<file path="src/rtl/button_event.sv">
// rtl/button_event.sv - classify debounced button presses into short/long/double events
module button_event #(
  parameter int LONG_CYCLES = 25_000_000,
  parameter int GAP_CYCLES  = 5_000_000,
  parameter int CNT_WIDTH   = 8
) (
  input  logic                 clk,
  input  logic                 rst_n,
  input  logic                 debounced,
  output logic                 short_press,
  output logic                 long_press,
  output logic                 double_press,
  output logic [CNT_WIDTH-1:0] press_count
);

  localparam int MAX_CYCLES = (LONG_CYCLES > GAP_CYCLES) ? LONG_CYCLES : GAP_CYCLES;
  localparam int TW         = $clog2(MAX_CYCLES + 1);

  localparam logic [TW-1:0] LONG_T = TW'(LONG_CYCLES);
  localparam logic [TW-1:0] GAP_T  = TW'(GAP_CYCLES);
  localparam logic [TW-1:0] ONE_T  = TW'(1);

  typedef enum logic [2:0] {
    IDLE,
    PRESSED,
    LONG_HELD,
    WAIT_SECOND,
    SECOND_PRESSED
  } state_t;

  state_t        state;
  logic [TW-1:0] timer;
  logic          prev;

  // Rising-edge press counter; runs independently of the classifier state.
  // prev resets low so a button already held at reset release counts.
  always_ff @(posedge clk or negedge rst_n) begin
    if (!rst_n) begin
      prev        <= 1'b0;
      press_count <= '0;
    end else begin
      prev <= debounced;
      if (debounced && !prev) begin
        press_count <= press_count + CNT_WIDTH'(1);
      end
    end
  end

  // Press classifier FSM; event pulses are registered and last one cycle.
  // timer holds the number of consecutive samples of the current level.
  always_ff @(posedge clk or negedge rst_n) begin
    if (!rst_n) begin
      state        <= IDLE;
      timer        <= '0;
      short_press  <= 1'b0;
      long_press   <= 1'b0;
      double_press <= 1'b0;
    end else begin
      short_press  <= 1'b0;
      long_press   <= 1'b0;
      double_press <= 1'b0;
      case (state)
        IDLE: begin
          if (debounced) begin
            state <= PRESSED;
            timer <= ONE_T;
          end
        end
        PRESSED: begin
          if (debounced) begin
            if (timer + ONE_T == LONG_T) begin
              long_press <= 1'b1;
              state      <= LONG_HELD;
            end else begin
              timer <= timer + ONE_T;
            end
          end else begin
            state <= WAIT_SECOND;
            timer <= ONE_T;
          end
        end
        LONG_HELD: begin
          if (!debounced) begin
            state <= IDLE;
          end
        end
        WAIT_SECOND: begin
          if (!debounced) begin
            if (timer + ONE_T == GAP_T) begin
              short_press <= 1'b1;
              state       <= IDLE;
            end else begin
              timer <= timer + ONE_T;
            end
          end else begin
            state <= SECOND_PRESSED;
            timer <= ONE_T;
          end
        end
        SECOND_PRESSED: begin
          if (!debounced) begin
            double_press <= 1'b1;
            state        <= IDLE;
          end else if (timer + ONE_T == LONG_T) begin
            // Held long enough: the pending double press is dropped.
            long_press <= 1'b1;
            state      <= LONG_HELD;
          end else begin
            timer <= timer + ONE_T;
          end
        end
        default: begin
          state <= IDLE;
          timer <= '0;
        end
      endcase
    end
  end

endmodule

</file>
<file path="config.mk">
export PLATFORM = sky130hd
export DESIGN_NAME = button_event
export DESIGN_NICKNAME = d
export VERILOG_FILES = /design/src/rtl/button_event.sv
export SDC_FILE = /design/constraint.sdc
export NUM_CORES = 1
export LEC_CHECK = 0
export ABC_AREA = 1
export BUFFER_PORTS_ARGS = -buffer_cell sky130_fd_sc_hd__buf_2
export CORE_MARGIN = 5
export CORE_UTILIZATION = 30
export CTS_CLUSTER_SIZE = 12
export DETAILED_ROUTE_END_ITERATION = 16
export PLACE_DENSITY = 0.58
export RECOVER_POWER = 50
export SYNTH_ARGS = -nofsm -noshare
export SYNTH_HDL_FRONTEND = slang
export SYNTH_SLANG_ARGS = --single-unit
</file>
<file path="constraint.sdc">
create_clock -name clk -period 2.2 [get_ports clk]
set_input_delay 0.33 -clock clk [delete_from_list [all_inputs] [get_ports clk]]
set_output_delay 0.33 -clock clk [all_outputs]
set_load 0.005 [all_outputs]
</file>
# Word-level counts from Yosys, hierarchy flattened
# Index checks and enable logic that the tools add are counted.
[word_totals]
regBits = 40
input_bits = 3
output_inout_bits = 11
wordCells = 50
[op_classes]
add_sub_neg = 2
n_eq_ne = 11
mux = 23
n_bitwise = 1
n_reduce_logical = 6
[op_table]
columns = ["cell", "n"]
rows = [
  ["2-to-1 mux 25 bit", 6],
  ["one-hot mux 25 bit (5 select lines)", 1],
  ["adder 25 x 1 -> 25 bit, second input constant", 1],
  ["equality test 25 x 23 -> 1 bit, second input constant", 1],
  ["equality test 25 bit, second input constant", 1],
  ["2-to-1 mux 3 bit", 7],
  ["one-hot mux 3 bit (5 select lines)", 1],
  ["adder 8 x 1 -> 8 bit, second input constant", 1],
  ["2-to-1 mux 1 bit", 8],
  ["equality test 3 x 2 -> 1 bit, second input constant", 2],
  ["!= test 2 bit, second input constant", 3],
  ["!= test 3 bit, second input constant", 2],
  ["AND reduction 4 bit", 1],
  ["equality test 3 x 1 -> 1 bit, second input constant", 1],
  ["equality test 3 bit, second input constant", 1],
  ["zero test 3 bit", 1],
  ["AND reduction 3 bit", 1],
  ["OR reduction 2 bit", 1],
  ["logical AND 1 bit", 1],
  ["zero test 1 bit", 1],
  ["NOT 1 bit", 1],
]

# Longest topological paths before layout
[logic_depth]
word_depth = 5
mapped_depth = 18
mapped_depth_nobuf = 18

# Worst setup path before layout
# No wires, ideal clock.
[synth_path]
path_kind = "register to register"
startpoint = "register timer[1]"
endpoint = "register timer[6]"
setup_time_ns = 0.118
arrival_ns = 2.020
required_time_ns = 2.082
slack_ns = 0.063
path_stages_with_launch = 18
n_path_buf = 1
period_less_slack_ns = 2.137
cell_sequence = "dfrtp_1 -> ha_1 -> nand2_2 -> nor2_4 -> nand2_4 -> nor2_8 -> nand3_1 -> nand2_2 -> nand2_1 -> inv_1 -> nand2_1 -> nor2_1 -> nand3_2 -> nand2_4 -> inv_4 -> buf_6 -> nand3_1 -> nand2_1"
[synth_via]
elab_chain_len = 5
word_cells_on_any_way = 11
cone_classes = "add/sub (1); eq/ne (3); mux (6); reduce/logical (1)"
[synth_lines]
columns = ["item", "line", "source"]
rows = [
  ["start, declared", "32", "logic [TW-1:0] timer;"],
  ["start signal, assigned", "75", "timer <= timer + ONE_T;"],
  ["start signal, assigned", "93", "timer <= timer + ONE_T;"],
  ["start signal, assigned", "109", "timer <= timer + ONE_T;"],
  ["adder 25 x 1 -> 25 bit *", "n/a", ""],
  ["equality test 25 bit", "71, 104", ""],
  ["2-to-1 mux 25 bit", "71, 104", ""],
  ["2-to-1 mux 25 bit, on equally long branches", "101, 70", ""],
  ["one-hot mux 25 bit (5 select lines)", "62", "case (state)"],
]
# Mark *: on every way between the ends. The rest lies on a longest branch, timed or not. The select of a mux whose other input is x is not followed.
# A chain may end at the register's enable or synchronous reset.

# Final worst setup path
[layout_path]
startpoint = "register timer[0]"
endpoint = "register timer[14]"
# The elaborated chain is that of the path after synthesis.

==> out/results.txt <==
The overall routing resource usage came out at 14.7%. Across all layers, the routed design uses 3,315 vias. The synthesized design contains 0 enable-type register cells. The final reports fail on negative setup slack. The synthesized area per cell works out to 6.37 um2. The run gives 0 as the post-route DRC violation count. The number of placed instances, taps included, is 663. In this run the tool buffered the top-level ports with 13 buffer cells.

Summing every instance area after synthesis gives 0.00305 mm2. The share of synthesized registers carrying an async set or reset was 100%. The total nets after synthesis was 483; the horizontal die dimension was 111 um.

Detailed placement ended at an HPWL of 6.51 mm. The total detailed-routing wirelength is 9.52 mm. The peak ir drop on the vdd network is 0.000287 V, and the final worst-path cycle share is 106%. For the finished layout, the period the worst path requires is 2330 ps.

For this configuration, the core starts out at a cell density of 31.0%. The fraction of final layout cells sized beyond drive strength 1 works out to 30.8%. Path category of the worst min-delay check: in -> async. The core area was 0.00982 mm2; the number of distinct library cell variants in the gate-level netlist after synthesis was 33. The worst path required time was 2390 ps. After the flow finishes, the layout carries non-filler instances totaling 685. The remaining max-slew budget at the tightest pin was 62.6%; the total power of the final layout was 2.84 mW.

After synthesis, the largest family of logic cells by area is simple AND/OR/NAND/NOR gates. Of the post-synthesis cell area, the part taken by muxes is 0.370%. Adding up every negative setup slack in the final design gives -2670 ps. The clock slew seen by the registers of the worst setup and hold paths is 90 ps, and the final worst slack is -134 ps. The number of clock sinks came out at 40.

Setup repair after global routing could not meet its margin everywhere. Pin placement for this block handled 14 I/O pins. The top achievable clock speed was 428 MHz. The synthesized-area fraction occupied by and/or/nand/nor cells was 47.0%; the remaining number of nets flagged by the antenna check after routing was 0. In this run the cell area measured after placement is 0.00360 mm2.

Entering global routing, the biggest net connects 41 pins. The H-tree generated during clock tree synthesis spans 2 levels. The root buffer cell is clkbuf_8. The share of synthesized cell area in full adder, half adder and majority cells works out to 0.821%. Vertical extent of the die: 111 um.

0 antenna diodes ended up in the layout. The logs give 0 for the count of synthesis-stage warnings from yosys and 0.0123 mm2 for the area of the die. The number of antenna violations at the first check in global routing came out at 0. The global placement routability congestion was 0.895. The proportion of synthesized chip area in sequential cells was 32.9%; the power per cell area was 688 mW/mm2. The floorplan has 36 rows. The max-slew violation count came out at 0. Using the TritonRoute via totals, the vias-per-cell ratio works out to 4.84. The average wire length per cell after detail routing works out to 13.9 um. The compound-cell area share of the yosys netlist was 6.90%; the slew at the pin with the worst max-slew slack was 561 ps. Counting the buffers created by CTS gives 5. The data arrival time of the worst path is 2520 ps, and the global-route wire length before repair is 14.8 mm. The run finished, with violations left.

Across the run, the number of max-cap violations was 0. The final instance area was 0.00412 mm2; the maximum fanout along the worst path was 7. STA classifies the critical path endpoint as a register. The run gives 2 as the maximum buffer depth of the clock tree. The total overflow left after global routing is 0.

In this run the register-to-register setup slack is -130 ps. Post-synthesis instance total: 478. Clock latency reported for the late side of the worst-skew pair: 300 ps.

For the via count of the first global-routing pass, the log shows 3,077. The area growth from synthesis to layout is 35.3%. The tools report the count of final hold-check violations as 0. The pre-antenna-repair detailed-routing pass consisted of 6 iterations. Total leakage power: 2.01 nW. The run gives 27 as the count of final setup violators. Critical path start-end classification: reg -> reg. The tools report the critical path startpoint category as a register. On the final layout, the worst clock skew is 6.23 ps. TritonCTS built the clock tree. The post-synthesis register bit count is 40. The DRC violation total after the first TritonRoute iteration was 234; the net count of the finished layout was 556. Timing analysis after detailed placement gives a worst setup slack of -336 ps.

The synthesized netlist devotes 2.59% of its cell area to XOR and XNOR gates. The most used flip-flop cell after synthesis is dfrtp_1.
-- state kept, by name (all words and copies together), names as in the netlist --
signal,count
double_press,1
long_press,1
press_count,8
prev,1
short_press,1
state,3
timer,25
-- cell usage after synthesis (2+ instances only) --
cell / instances / area share, %
buf_4: 2 / 0.49
nor3_1: 2 / 0.33
nand2_2: 11 / 2.3
nor2_2: 5 / 1.0
nor2_4: 6 / 2.2
inv_2: 3 / 0.37
inv_1: 58 / 7.1
o21ai_2: 6 / 1.7
o21ai_1: 4 / 0.66
xnor2_1: 6 / 1.7
nand2_4: 2 / 0.74
buf_6: 2 / 0.74
nand4_1: 6 / 1.2
dfrtp_1: 40 / 33
clkbuf_1: 3 / 0.37
xor2_1: 3 / 0.86
nand3_1: 51 / 8.4
nand3_2: 2 / 0.66
nand2_1: 173 / 21
ha_1: 2 / 0.82
nand3b_1: 4 / 0.99
nor2_1: 55 / 6.8
o21ai_0: 16 / 2.6
a21oi_1: 7 / 1.1
-- what timing repair did --
action / in CTS / in global routing
resized for setup: 37 / 45
gates cloned: 0 / 5
hold buffers: 0 / 0
pin swaps: 13 / 24
hold endpoints to repair: 0 / 0
buffers inserted: 7 / 2
setup endpoints to repair: 29 / 29
-- kinds of logic after synthesis --
logic type / after synthesis
adders and majority gates: 2
DFF: 40
muxes: 1
xor gates and xnor gates: 9
buffers and inverters: 70
AOI/OAI and AO/OA: 36
and+or+nand+nor: 320
-- routing by layer --
metal  wire (um)  vias up  global-route usage, %
met3         364       33                   2.13
met5           0        -                      0
met1        4240     1532                   18.7
met2        4550      105                   25.0
met4         373        0                   5.58
li1            -     1645                      -
-- path summary, 6_finish.rpt --
check	to	start	cells after the start
min in group clk	prev	debounced	1
worst min register to register	press_count[7]	press_count[7]	1
worst max-delay path	timer[14]	timer[0]	15
worst max register to register	timer[14]	timer[0]	15
worst min-delay path	timer[5]	rst_n	2
max in group asynchronous	timer[2]	rst_n	2
-- cell usage in the layout, fill, tap and decap left out, types with 2 or more instances in the layout --
cell type  Yosys  layout
nand2_1      173     152
inv_1         58      57
buf_4          2      48
nor2_1        55      43
nand3_1       51      43
dfrtp_1       40      38
nand2_2       11      26
buf_2          0      13
nor2_2         5      12
nor2_4         6      11
nand3_2        2       9
o21ai_2        6       9
o21ai_0       16       9
o21ai_1        4       8
nand2_4        2       7
a21oi_1        7       7
nand4_1        6       6
xnor2_1        6       6
buf_6          2       6
clkbuf_8       0       5
nand3b_1       4       4
inv_2          3       3
xor2_1         3       3
clkbuf_16      0       2
inv_6          0       2
buf_12         0       2
dfrtp_2        0       2
-- cell type report --
cell class / count / area (um2)
Sequential cell: 40 / 1000
Clock inverter: 3 / 42.5
Inverter: 63 / 251
Multi-Input combinational cell: 368 / 1990
Clock buffer: 5 / 68.8
Timing Repair Buffer: 71 / 583
Tap cell: 133 / 166
Fill cell: 1045 / 5700
Timing Repair inverter: 2 / 17.5
-- through the flow --
step	util (%)	hold slack [ps]
detailed placement	36.7	449
CTS	39.6	116
global placement	36.7	448
finish	42.0	90.0
global route	42.0	147
floorplan	-	34.4
-- worst max-delay path: stages (launching register included) --
cell,delay [ps]
dfrtp_1,420
buf_6,140
inv_4,40
nor2_4,220
nand2_4,100
nor2_4,170
nand2_1,60
nand2_1,70
nand2_2,100
nor2_2,130
nand2_2,70
nor2_4,140
nand3_4,110
nand2_8,180
clkbuf_16,180
o21ai_0,70
-- power by group --
group | switching, mW | internal [mW]
sequential | 0.0992 | 0.827
combinational | 0.781 | 0.501
clock | 0.293 | 0.336
total | 1.17 | 1.66
Note: power is estimated with default switching activity, not from simulation.
